### config.mk
export PLATFORM = sky130hd
export DESIGN_NAME = tdc_gpx2_frame_decoder_flat
export DESIGN_NICKNAME = d
export VERILOG_FILES = /design/src/rtl/tdc_gpx2_frame_decoder_pkg.sv /design/src/rtl/tdc_gpx2_frame_decoder_if.sv /design/src/rtl/tdc_gpx2_frame_decoder.sv /design/src/flat_wrapper.sv
export SDC_FILE = /design/constraint.sdc
export NUM_CORES = 1
export LEC_CHECK = 0
export ABC_AREA = 1
export CAP_MARGIN = 20
export CORE_UTILIZATION = 57
export DETAILED_ROUTE_END_ITERATION = 16
export PLACE_DENSITY = 0.83
export SYNTH_ARGS = -nofsm -noshare
export SYNTH_HDL_FRONTEND = slang
export SYNTH_SLANG_ARGS = --single-unit
### constraint.sdc
create_clock -name dclk_clk -period 22.8 [get_ports dclk_clk]
set_input_delay 2.28 -clock dclk_clk [delete_from_list [all_inputs] [get_ports dclk_clk]]
set_output_delay 2.28 -clock dclk_clk [all_outputs]
set_load 0.005 [all_outputs]
### src/rtl/tdc_gpx2_frame_decoder_pkg.sv
// GPX2 result-word constants and layout helpers shared by the frame decoder, the DAQ buffer and software.
// Also holds the per-bit framing step that the decoder unrolls across one deserializer beat.
package tdc_gpx2_pkg;

    localparam int GPX2_DES_WIDTH  = 8;
    localparam int GPX2_WORD_BITS  = 22;
    localparam int GPX2_STOP_BITS  = 16;
    localparam int GPX2_REFID_BITS = GPX2_WORD_BITS - GPX2_STOP_BITS;

    // Sized for any supported WORD_BITS; the decoder only uses the low WORD_BITS.
    localparam int MAX_WORD_BITS = 64;
    localparam int CNT_W         = 8;
    localparam int ERR_INC_W     = 8;

    typedef logic [GPX2_WORD_BITS-1:0]  gpx2_word_t;
    typedef logic [GPX2_REFID_BITS-1:0] gpx2_refid_t;
    typedef logic [GPX2_STOP_BITS-1:0]  gpx2_stop_t;

    typedef struct packed {
        logic [MAX_WORD_BITS-1:0] shreg;
        logic [CNT_W-1:0]         bit_cnt;
        logic                     done;
        logic [MAX_WORD_BITS-1:0] word;
        logic [ERR_INC_W-1:0]     err_inc;
    } step_t;

    function automatic gpx2_refid_t gpx2_refid(input gpx2_word_t word);
        return word[GPX2_WORD_BITS-1 -: GPX2_REFID_BITS];
    endfunction

    function automatic gpx2_stop_t gpx2_stop(input gpx2_word_t word);
        return word[GPX2_STOP_BITS-1:0];
    endfunction

    // One serial bit: a frame bit always opens a new word, aborting (and counting) any open one.
    function automatic step_t gpx2_bit_step(input step_t cur, input logic sdo, input logic frame,
                                            input logic [CNT_W-1:0] last_cnt);
        step_t nxt;
        nxt = cur;
        if (frame) begin
            if (cur.bit_cnt != {CNT_W{1'b0}}) begin
                nxt.err_inc = cur.err_inc + ERR_INC_W'(1);
            end else begin
                nxt.err_inc = cur.err_inc;
            end
            nxt.shreg   = {{(MAX_WORD_BITS-1){1'b0}}, sdo};
            nxt.bit_cnt = last_cnt;
        end else if (cur.bit_cnt != {CNT_W{1'b0}}) begin
            nxt.shreg   = {cur.shreg[MAX_WORD_BITS-2:0], sdo};
            nxt.bit_cnt = cur.bit_cnt - CNT_W'(1);
            if (cur.bit_cnt == CNT_W'(1)) begin
                nxt.done = 1'b1;
                nxt.word = nxt.shreg;
            end else begin
                nxt.done = cur.done;
            end
        end else begin
            nxt = cur;
        end
        return nxt;
    endfunction

endpackage

### src/rtl/tdc_gpx2_frame_decoder_if.sv
// Bundle between the ISERDES side of one GPX2 stop channel and the DAQ buffer side.
interface tdc_gpx2_frame_decoder_if #(
    parameter int DES_WIDTH     = 8,
    parameter int WORD_BITS     = 22,
    parameter int ERR_CNT_WIDTH = 8
);
    logic                     enable_i;
    logic [DES_WIDTH-1:0]     sdo_i;
    logic [DES_WIDTH-1:0]     frame_i;
    logic [WORD_BITS-1:0]     data_o;
    logic                     data_stb_o;
    logic                     busy_o;
    logic [ERR_CNT_WIDTH-1:0] frame_err_cnt_o;

    modport master (
        output enable_i, sdo_i, frame_i,
        input  data_o, data_stb_o, busy_o, frame_err_cnt_o
    );

    modport slave (
        input  enable_i, sdo_i, frame_i,
        output data_o, data_stb_o, busy_o, frame_err_cnt_o
    );
endinterface

### src/rtl/tdc_gpx2_frame_decoder.sv
// Aligns on GPX2 FRAME and assembles WORD_BITS-bit result words from a DES_WIDTH-wide
// deserialized SDO stream; one word strobe at most per dclk cycle.
module tdc_gpx2_frame_decoder
    import tdc_gpx2_pkg::*;
#(
    parameter int DES_WIDTH     = GPX2_DES_WIDTH,
    parameter int WORD_BITS     = GPX2_WORD_BITS,
    parameter int ERR_CNT_WIDTH = 8
) (
    input  logic                    dclk_clk,
    input  logic                    dclk_rst_n,
    tdc_gpx2_frame_decoder_if.slave bus
);

    localparam logic [CNT_W-1:0] LAST_CNT = CNT_W'(WORD_BITS - 1);
    localparam logic [31:0]      ERR_MAX  = (32'd1 << ERR_CNT_WIDTH) - 32'd1;

    logic [MAX_WORD_BITS-1:0] shreg_r;
    logic [CNT_W-1:0]         bit_cnt_r;
    logic [WORD_BITS-1:0]     data_r;
    logic                     data_stb_r;
    logic                     busy_r;
    logic [ERR_CNT_WIDTH-1:0] err_cnt_r;

    step_t                    st_s;
    logic [31:0]              err_sum_s;
    logic [ERR_CNT_WIDTH-1:0] err_cnt_nxt_s;
    logic                     unused_word_hi_s;

    // Walk the beat MSB (earliest) to LSB through the per-bit framing step.
    always_comb begin
        st_s.shreg   = shreg_r;
        st_s.bit_cnt = bit_cnt_r;
        st_s.done    = 1'b0;
        st_s.word    = {MAX_WORD_BITS{1'b0}};
        st_s.err_inc = {ERR_INC_W{1'b0}};
        if (bus.enable_i) begin
            for (int i = DES_WIDTH - 1; i >= 0; i--) begin
                st_s = gpx2_bit_step(st_s, bus.sdo_i[i], bus.frame_i[i], LAST_CNT);
            end
        end else begin
            st_s.bit_cnt = {CNT_W{1'b0}};
        end
    end

    // Saturating accumulation of the aborted-word count for this beat.
    always_comb begin
        err_sum_s = 32'(err_cnt_r) + 32'(st_s.err_inc);
        if (err_sum_s > ERR_MAX) begin
            err_cnt_nxt_s = {ERR_CNT_WIDTH{1'b1}};
        end else begin
            err_cnt_nxt_s = err_sum_s[ERR_CNT_WIDTH-1:0];
        end
    end

    // Single register stage for collector state and all outputs.
    always_ff @(posedge dclk_clk) begin
        if (!dclk_rst_n) begin
            shreg_r    <= {MAX_WORD_BITS{1'b0}};
            bit_cnt_r  <= {CNT_W{1'b0}};
            data_r     <= {WORD_BITS{1'b0}};
            data_stb_r <= 1'b0;
            busy_r     <= 1'b0;
            err_cnt_r  <= {ERR_CNT_WIDTH{1'b0}};
        end else begin
            shreg_r    <= st_s.shreg;
            bit_cnt_r  <= st_s.bit_cnt;
            data_stb_r <= st_s.done;
            busy_r     <= (st_s.bit_cnt != {CNT_W{1'b0}});
            err_cnt_r  <= err_cnt_nxt_s;
            if (st_s.done) begin
                data_r <= st_s.word[WORD_BITS-1:0];
            end else begin
                data_r <= data_r;
            end
        end
    end

    assign unused_word_hi_s    = ^st_s.word[MAX_WORD_BITS-1:WORD_BITS];

    assign bus.data_o          = data_r;
    assign bus.data_stb_o      = data_stb_r;
    assign bus.busy_o          = busy_r;
    assign bus.frame_err_cnt_o = err_cnt_r;

endmodule

### src/flat_wrapper.sv
// flat-port wrapper written by rule: the top's interface ports become plain ports
module tdc_gpx2_frame_decoder_flat import tdc_gpx2_pkg::*;
#(
    parameter int DES_WIDTH     = GPX2_DES_WIDTH,
    parameter int WORD_BITS     = GPX2_WORD_BITS,
    parameter int ERR_CNT_WIDTH = 8
)
  (dclk_clk, dclk_rst_n, bus_enable_i, bus_sdo_i, bus_frame_i, bus_data_o, bus_data_stb_o, bus_busy_o, bus_frame_err_cnt_o);
  tdc_gpx2_frame_decoder_if #(.DES_WIDTH(DES_WIDTH), .WORD_BITS(WORD_BITS), .ERR_CNT_WIDTH(ERR_CNT_WIDTH)) bus_i ();
  input  logic dclk_clk;
  input  logic dclk_rst_n;
  input wire logic [$bits(bus_i.enable_i)-1:0] bus_enable_i;
  input wire logic [$bits(bus_i.sdo_i)-1:0] bus_sdo_i;
  input wire logic [$bits(bus_i.frame_i)-1:0] bus_frame_i;
  output wire logic [$bits(bus_i.data_o)-1:0] bus_data_o;
  output wire logic [$bits(bus_i.data_stb_o)-1:0] bus_data_stb_o;
  output wire logic [$bits(bus_i.busy_o)-1:0] bus_busy_o;
  output wire logic [$bits(bus_i.frame_err_cnt_o)-1:0] bus_frame_err_cnt_o;
  assign bus_i.enable_i = bus_enable_i;
  assign bus_i.sdo_i = bus_sdo_i;
  assign bus_i.frame_i = bus_frame_i;
  assign bus_data_o = bus_i.data_o;
  assign bus_data_stb_o = bus_i.data_stb_o;
  assign bus_busy_o = bus_i.busy_o;
  assign bus_frame_err_cnt_o = bus_i.frame_err_cnt_o;
  tdc_gpx2_frame_decoder #(.DES_WIDTH(DES_WIDTH), .WORD_BITS(WORD_BITS), .ERR_CNT_WIDTH(ERR_CNT_WIDTH)) u_core (.dclk_clk(dclk_clk), .dclk_rst_n(dclk_rst_n), .bus(bus_i));
endmodule
==> impl_results.md <==
- Avg Cell Area, Syn: approximately 5.7 um2
- Worst R2R Setup Slack: around 11 ns
- Worst hold endpoint: u_core.bus.data_o[1]$_SDFFE_PN0P_
- Vias in the first global route: ~10000
- Fin crit period: about 13 ns
- Initial Util: about 58%
- Num rows: 46
- CTS root buffer: clkbuf_16
- Area Overhead vs Synth: 8.309%
- Drt total wl: approximately 29 mm
- Tcrit/Tclk final: a little under three fifths
- Internal: around 0.00027 W
- Hold Path Origin: u_core.bus.data_o[1]$_SDFFE_PN0P_
- Top Usage Layer GRT: met2
- Static Leak: roughly 4 nW
- Met3 Use GR: 6.317%
- Clock transition at path regs: approximately 0.06 ns
- CTS max path bufs: 2
- Die Wd: roughly 130 um
- Post-route insts no fill: roughly 1800
- Reg2Reg Depth: 57
- Post-Place Cells: 1807
- DRT Pass-1 Iters: 8
- First-pass GRT wire length: ~48 mm
- Cts hold-fix bufs: 0
- Post-CTS Setup Bufs: 0
- Sequential-to-total area share from yosys stat: a little over an eighth
- Hold depth: 2
- Cts repair resizes: 0
- Grt total ovfl: 0
- Max Fanout on Critical Path: 30
- Via count: approximately 11000
- P per Cell Area: around 44 nW/um2
- Antenna violations before repair: 0
- Biggest area consumer among synthesized cells: nand2_1
- Dpl hpwl: between 20 and 25 mm
- Worst hold margin: 0.4648 ns
- Final nets: around 1700
- Crit path top cell by count: nand2_1
- CTS HTree Levels: 3
- RSZ-0062 raised after global routing: no
- Port Buf Inserts: 50
- Mapped cell area: 9260 um2
- Yosys top cell area share: roughly 14%
- Per-cell routed wire length: ~16 um
- Mapped Cells: roughly 1600
- Clock share of power: ~31%
- Post-synth EDFFs: 0
- Synth warn: 0
- #FFs+latches synth: 61
- Kind of critical path: in2reg
- Routability cong.: a little under 1
- Worst R2R End: u_core.bus.frame_err_cnt_o[7]$_SDFF_PN0_
- Comb pwr share: 41.8%
- Inserted Diodes: 0
- Fill cells: about 1600
- Total Neg Setup Slack: 0 ns
- CTS tree: yes
- Switching power share of the total: 39.83%
- Post-synth top flop: dfxtp_1
- Vias per cell: a little over 6
- Die area: between 15000 and 20000 um2
- Fraction of registers with async set or reset after synthesis: 0%
- Slew headroom: a little over a third
- Share of cells above drive strength 1: under 10%
- P_sw: 0.0001757 W
- Peak supply drop: around 0.000046 V
- Iter 0 DRT Violations: 1131
- TritonCTS buffer count: 9
- Synth area leaders: nand2_1, dfxtp_1, inv_1
- Met2 Use GR: just under 60%
- Final setup viols: 0
- CP Capture Type: flop
- Post-route ant nets: 0
- Clk sink count: slightly above 60
- Critical Path Max Stage Delay: 0.59 ns
- Worst-skew pair later-pin latency: approximately 0.33 ns
- Residual DRC: 0
- Hold Crit Class: reg2reg
- Yosys cell types: 49
- Max-cap violations: 0
- Launching element type of the critical path: primary input
- Die Y: approximately 130 um
- Status: finished, final reports clean
- Sequential share of power: 27.0%
- Max Clock Freq: approximately 0.076 GHz
- RR Startpoint: u_core.bit_cnt_r[0]$_SDFF_PN0_
- Max Transition Viols Final: 0
- Worst EP arrival: roughly 13 ns
- Worst-Margin Slew: a little under 1 ns
- Hold Fails Final Rpt: 0
- Largest net degree at the start of global routing: 45
- Clock Skews: roughly 0.011 ns
- All-layer global routing usage: ~35%
- M1 GR Usage: 45.63%
- Core box area: between 15000 and 20000 um2
- CP startpoint: bus_frame_i[7]
- Critical-path top delay cell: nand3_1
- Critical path data required time: approximately 23 ns
- Ports: 51
## final cells by class
cell class	instances	area, um2	area share [%]
multi-input cells	1216	6718	66.98
flip-flops and latches	61	1221	12.18
inverters	257	964.7	9.618
repair buffers	57	556.8	5.551
well taps	216	270.3	2.695
clock buffers	9	225.2	2.246
clock inverters	7	73.82	0.7360
## synthesized netlist by cell type (8+ instances only)
| cell | count |
|---|---|
| nand2_1 | 350 |
| inv_1 | 245 |
| o21ai_0 | 133 |
| o22ai_1 | 133 |
| nand3_1 | 124 |
| nor2_1 | 105 |
| o211ai_1 | 65 |
| dfxtp_1 | 61 |
| clkbuf_1 | 58 |
| a21oi_1 | 53 |
| ha_1 | 39 |
| nand2_2 | 27 |
| nand4_1 | 27 |
| o21ai_1 | 21 |
| a31oi_1 | 18 |
| nor2_4 | 15 |
| o21bai_1 | 13 |
| buf_2 | 12 |
| nor2_2 | 12 |
| nand3_2 | 11 |
| xor2_1 | 8 |
## layer usage
layer  wire length (um)  share of wire (%)
met3               2466                8.5
met1              12400                 43
met4                946                3.3
met5                  0                  0
met2              13170                 45
## worst max-delay path: cells and delay by family
family / cells / cell delay (ns)
compound gates: 9 / 1.46
simple gates: 30 / 6.96
buf+inv: 10 / 1.67
fa+ha+maj: 4 / 0.88
## logic make-up after synthesis
family	share of synthesized area [%]
AOI/OAI and AO/OA	29.05
xor gates and xnor gates	1.230
and+or+nand+nor	36.58
adders and majority gates	5.486
buffers and inverters	14.31
muxes	0.1216
DFF	13.19
other	0.04050
## state kept, by name, summed over array words and instances (netlist names)
signal / cells
u_core.bit_cnt_r: 8
u_core.shreg_r: 21
u_core.bus.data_o: 22
u_core.bus.frame_err_cnt_o: 8
u_core.bus.data_stb_o: 1
u_core.bus.busy_o: 1
## power groups by stage
| stage | clock network (W) | registers (W) | logic [W] |
|---|---|---|---|
| 2_1_floorplan | 0 | 0.000121 | 0.000133 |
| 3_3_place_gp | 0 | 0.000121 | 0.000175 |
| 3_5_place_dp | 0 | 0.000121 | 0.000180 |
| 4_1_cts | 0.000139 | 0.000119 | 0.000181 |
| 5_1_grt | 0.000143 | 0.000120 | 0.000207 |
| 6_report | 0.000138 | 0.000119 | 0.000184 |
## worst max-delay path by stage
stage,to,slack (ns)
6_report,u_core.bus.frame_err_cnt_o[7]$_SDFF_PN0_,9.71
5_1_grt,u_core.bus.frame_err_cnt_o[2]$_SDFF_PN0_,8.51
4_1_cts,u_core.bus.frame_err_cnt_o[2]$_SDFF_PN0_,10.06
3_5_place_dp,u_core.bus.frame_err_cnt_o[7]$_SDFF_PN0_,9.76
3_3_place_gp,u_core.bus.frame_err_cnt_o[7]$_SDFF_PN0_,10.25
2_1_floorplan,u_core.bus.frame_err_cnt_o[7]$_SDFF_PN0_,12.63
## cell usage in the layout, fill, tap and decap left out, drive strengths merged
| cell type | count |
|---|---|
| conb | 2 |
| a21oi | 55 |
| nor4 | 6 |
| nand4 | 30 |
| and3 | 1 |
| o21ai | 155 |
| bufinv | 1 |
| a22oi | 5 |
| nor2 | 135 |
| o21bai | 13 |
| mux2 | 1 |
| nand3 | 138 |
| or2 | 7 |
| xnor2 | 5 |
| clkinvlp | 1 |
| o311ai | 2 |
| nand2 | 383 |
| a31oi | 18 |
| buf | 7 |
| clkbuf | 9 |
| o22ai | 133 |
| o21a | 2 |
| ha | 39 |
| o211ai | 65 |
| xor2 | 8 |
| and2 | 1 |
| clkdlybuf4s50 | 50 |
| nand3b | 4 |
| fa | 1 |
| nor3 | 5 |
| inv | 253 |
| clkinv | 9 |
| a211oi | 2 |
| dfxtp | 61 |
## metrics by stage
| step | utilization (%) | setup slack (ns) | power [W] | instance area, um2 |
|---|---|---|---|---|
| floorplan | - | 12.63 | 0.0002538 | 9264 |
| global placement | 61.18 | 10.25 | 0.0002967 | 9719 |
| detailed placement | 61.26 | 9.756 | 0.0003014 | 9731 |
| CTS | 63.14 | 10.06 | 0.0004389 | 10030 |
| global route | 63.14 | 8.514 | 0.0004697 | 10030 |
| finish | 63.14 | 9.710 | 0.0004411 | 10030 |
No activity file was read; power rests on OpenSTA's default activity.
